--- src/rtl/hpu_sll_rr_sched.sv ---
// rtl/hpu_sll_rr_sched.sv - credit-gated round-robin scheduler feeding one SLL crossing lane
module hpu_sll_rr_sched #(
    parameter int N_REQ      = 4,
    parameter int DATA_WIDTH = 32,
    parameter int CREDIT_MAX = 8,
    parameter int ID_W       = $clog2(N_REQ),
    parameter int CREDIT_W   = $clog2(CREDIT_MAX + 1)
) (
    input  logic                        clk,
    input  logic                        s_rst,
    input  logic [N_REQ*DATA_WIDTH-1:0] req_data,
    input  logic [N_REQ-1:0]            req_vld,
    input  logic [N_REQ-1:0]            req_last,
    output logic [N_REQ-1:0]            req_rdy,
    output logic [DATA_WIDTH-1:0]       sll_data,
    output logic                        sll_avail,
    output logic                        sll_last,
    output logic [ID_W-1:0]             sll_id,
    input  logic                        credit_ret,
    output logic [CREDIT_W-1:0]         credit_cnt,
    output logic                        credit_err
);

    typedef enum logic {IDLE, BURST} state_t;

    state_t          state, state_nxt;
    logic [ID_W-1:0] ptr, owner;
    logic [ID_W-1:0] winner, cand, grant_id;
    logic            found, grant_vld, can_send, accept, acc_last;

    function automatic logic [ID_W-1:0] next_id(input logic [ID_W-1:0] id);
        return (int'(id) == N_REQ - 1) ? '0 : id + 1'b1;
    endfunction

    // Scan from the highest offset down so the nearest requester at or after ptr wins.
    always_comb begin
        winner = '0;
        found  = 1'b0;
        cand   = '0;
        for (int k = N_REQ - 1; k >= 0; k--) begin
            cand = ID_W'((int'(ptr) + k) % N_REQ);
            if (req_vld[cand]) begin
                winner = cand;
                found  = 1'b1;
            end
        end
    end

    assign grant_id  = (state == BURST) ? owner : winner;
    assign grant_vld = (state == BURST) ? req_vld[owner] : found;
    assign can_send  = (credit_cnt != '0);
    assign accept    = grant_vld & can_send;
    assign acc_last  = req_last[grant_id];

    always_ff @(posedge clk) begin
        if (s_rst) begin
            state <= IDLE;
        end else begin
            state <= state_nxt;
        end
    end

    always_comb begin
        state_nxt = state;
        case (state)
            IDLE:    if (accept && !acc_last) state_nxt = BURST;
            BURST:   if (accept && acc_last)  state_nxt = IDLE;
            default: state_nxt = IDLE;
        endcase
    end

    always_comb begin
        req_rdy = '0;
        if (accept) req_rdy[grant_id] = 1'b1;
    end

    always_ff @(posedge clk) begin
        if (s_rst) begin
            ptr   <= '0;
            owner <= '0;
        end else if (accept) begin
            if (acc_last) begin
                ptr <= next_id(grant_id);
            end else if (state == IDLE) begin
                owner <= grant_id;
            end
        end
    end

    // Lane register: qualifiers drop to zero on idle cycles, payload holds.
    always_ff @(posedge clk) begin
        if (s_rst) begin
            sll_data  <= '0;
            sll_avail <= 1'b0;
            sll_last  <= 1'b0;
            sll_id    <= '0;
        end else begin
            sll_avail <= accept;
            sll_last  <= accept & acc_last;
            sll_id    <= accept ? grant_id : '0;
            if (accept) sll_data <= req_data[grant_id*DATA_WIDTH +: DATA_WIDTH];
        end
    end

    always_ff @(posedge clk) begin
        if (s_rst) begin
            credit_cnt <= CREDIT_W'(CREDIT_MAX);
            credit_err <= 1'b0;
        end else begin
            case ({accept, credit_ret})
                2'b10: credit_cnt <= credit_cnt - CREDIT_W'(1);
                2'b01: begin
                    if (credit_cnt == CREDIT_W'(CREDIT_MAX)) begin
                        credit_err <= 1'b1;
                    end else begin
                        credit_cnt <= credit_cnt + CREDIT_W'(1);
                    end
                end
                default: credit_cnt <= credit_cnt;
            endcase
        end
    end

endmodule

--- config.mk ---
export PLATFORM = sky130hd
export DESIGN_NAME = hpu_sll_rr_sched
export DESIGN_NICKNAME = d
export VERILOG_FILES = /design/src/rtl/hpu_sll_rr_sched.sv
export SDC_FILE = /design/constraint.sdc
export NUM_CORES = 1
export LEC_CHECK = 0
export CORE_UTILIZATION = 37
export DETAILED_ROUTE_END_ITERATION = 12
export PLACE_DENSITY = 0.81
export RECOVER_POWER = 25
export SYNTH_ARGS = -nofsm -noshare
export SYNTH_HDL_FRONTEND = slang
export SYNTH_SLANG_ARGS = --single-unit
--- constraint.sdc ---
create_clock -name clk -period 3.15 [get_ports clk]
set_clock_uncertainty 0.15 [all_clocks]
set_input_delay 0.4725 -clock clk [delete_from_list [all_inputs] [get_ports clk]]
set_output_delay 0.4725 -clock clk [all_outputs]
set_load 0.01 [all_outputs]
==> impl_results.md <==
* Asr flop ratio synth at 0%
* Filler instances at 617
* Synth cell types at 42
* Vias at just over 3k
* DR vias/cell at 5.06
* Dominant cells by area after synthesis: dfxtp_1, mux2i_1, a32o_1
* DRC Markers at 0
* Design area at roughly 5000 um^2
* Yosys reg bits at 46
* Maximum clock rate at 332 MHz
* Die height at about 91 um
* Total CTS buffers at 5
* Die Area at a little over 8000 um^2
* Post-Place Worst Slack at -0.102 ns
* Synth cell count leaders: mux2i_1, nand2_1, dfxtp_1, a32o_1, nor2_1
* Minimum clock period after layout at ~3 ns
* Initial DRC count at between 80 and 90
* Critical path endpoint category: output port
* Port buffer count at between 150 and 200
* Fin crit share at between 90 and 100%
* Post_cts resized at 4
* WP buf/inv at 4
* Placeable Area at 7410 um^2
* Hpwl dp at 7.20 mm
* Grt ovf at 0
* Initial Util at approximately two fifths
* Worst Slack Setup Final at 0.138 ns
* Layout area overhead at 71.9%
* Synth warn at 0
* Clock Tree Buf Depth at 2
* Critical path launch point type: primary input
* Routed Antenna Nets at 0
* Slowest CP cell: clkdlybuf4s50_1
* Max IR drop VDD at 0.486 mV
* Critical path arrival at 2.39 ns
* # diodes at 0
* Number of synthesized flops with an enable pin at 0
* Number of cell rows at 31
* Max-slew headroom at 54.3%
* PD cells at between 700 and 800 nW/um^2
* Clock sink count at 46
* Largest net degree at the start of global routing at 36
* Clock transition at path regs at 0.08 ns
* Critical Path Fanout Max at 6
* CTS Hold Bufs at 0
* WL final at 8.99 mm
* Final Non-Filler Cells at around 610
* Postcts setup bufs at 0
* Placed Instances at 598
* CP cell instances: dlygate4sd2_1 > buf_4 > a2111oi_4 > nor2_4 > inv_1 > ha_1 > and2_1 > clkdlybuf4s50_1
* Required time worst endpoint at 2.53 ns
* First drt pass iteration count at 5
* MaxCap Viol Count at 0
* RSZ-0062 raised after global routing: false
* Status: complete, no violations
* Syn Area/Cell at 9.14 um^2
* Initial antenna violation count at 0
* H-Tree Level Count at 2
* Area leader, netlist: dfxtp_1
* Die X at between 90 and 100 um
* HP Class: register to register
* Top Family by Delay on Critical Path: buffers and inverters
* Synth Cell Area at 2910 um^2
* Wire per inst at ~15 um
* Count leader, synth: mux2i_1
* Crit-path max cell delay at between 0.5 and 0.6 ns
* Post-synth top area share at 31.7%
* Leakage power at 2.01 nW
* Top FF cell, synth: dfxtp_1
* Max Slew Vio Count at 0
* Syn Inst Count at 318
* # nets final at about 650
* GR Util All Layers at between 20% and 30%
* Placed inst area at around 4900 um^2
* CTS tree: built
* Pwr Total at about 4 mW
* Number of global-route vias before repair at 3133
* Clk_lat worst skew at 0.29 ns
* Tightest Pin Transition at 0.684 ns
* Synth Net Count at between 400 and 500
* Fin. Hold Viols at 0
* Final GP Congestion at 0.848
* CTS root buf: clkbuf_8
* Critical path type: primary input to output port
* Sequential share of the synthesized area at 31.7%
* Core Util, Final at 67.4%
* IO Count at 184
* First-pass GRT wire length at roughly 15 mm
* Setup Viol. Count Final at 0
* Share of cells above drive strength 1 at 7.30%
==> layout by cell type, fill, tap and decap left out, types with 4 or more instances in the layout <==
cell type,netlist,layout
nor3_1,7,7
clkbuf_8,0,6
ha_1,6,6
mux2i_1,69,69
buf_4,0,19
dlygate4sd2_1,0,4
and2_1,6,6
dfxtp_1,46,46
nor2_1,13,12
nand2_1,68,68
nand2b_1,7,7
clkdlybuf4s50_1,0,158
a32o_1,32,32
dlygate4sd3_1,0,21
nor2b_1,4,4
==> power by group <==
part	internal, mW	switching (mW)
clock network	0.177	0.195
registers	0.832	0.167
logic	1.35	1.24
total	2.36	1.60
==> stage by stage <==
step	hold slack (ns)	setup TNS [ns]
after global routing	0.340	0
after floorplan	0.361	0
after global placement	0.297	-0.0353
after CTS	0.324	0
after detailed placement	0.304	-1.45
final	0.313	0
==> cell families after synthesis <==
logic type,share of synthesized area (%)
AOI/OAI and AO/OA,16.2
buffers and inverters,4.26
xor gates and xnor gates,0.905
DFF,31.7
and+or+nand+nor,18.3
adders and majority gates,3.27
muxes,25.3
==> per-layer routing <==
layer	GRT usage [%]	vias to the layer above	share of wire (%)
li1	-	1533	-
met1	23.5	1412	39
met2	42.7	116	54
met3	6.06	4	6.8
met4	5.51	0	0.79
met5	0	-	0
==> flip-flops by register name, indices dropped and copies added, names as in the netlist, named ones only <==
name,count
credit_cnt,4
credit_err,1
sll_id,2
sll_data,32
ptr,2
sll_last,1
sll_avail,1
owner,2
==> worst reg2reg max path, cell delays in order (launching register included) <==
cell and delay, ns:
dfxtp_1 0.41, mux4_2 0.52, nor2b_1 0.14, or3_1 0.13, nand2_1 0.08, ha_1 0.29, a21o_1 0.17, a21oi_1 0.17
mux2i_1 0.23, xor2_1 0.16, nand2b_1 0.06
==> area by class of cell <==
type	count	area (um^2)	share of cell area [%]
repair buffers	203	1970	39.5
multi-input cells	246	1870	37.4
flip-flops and latches	46	921	18.4
well taps	99	124	2.48
clock buffers	7	86.3	1.73
inverters	4	15.0	0.301
clock inverters	1	5.00	0.100
==> path summary, 6_finish.rpt <==
kind                        startpoint                          to  slack, ns  depth (start not counted)
min reg2reg  sll_data[16]$_SDFFE_PP0P_   sll_data[16]$_SDFFE_PP0P_       0.31                          1
max reg2reg      owner[1]$_SDFFE_PP0P_  credit_cnt[3]$_SDFFE_PP1P_       0.53                         10
max                         req_vld[2]                  req_rdy[1]       0.14                          8
min          sll_data[16]$_SDFFE_PP0P_   sll_data[16]$_SDFFE_PP0P_       0.31                          1
Note: power is estimated with default switching activity, not from simulation.
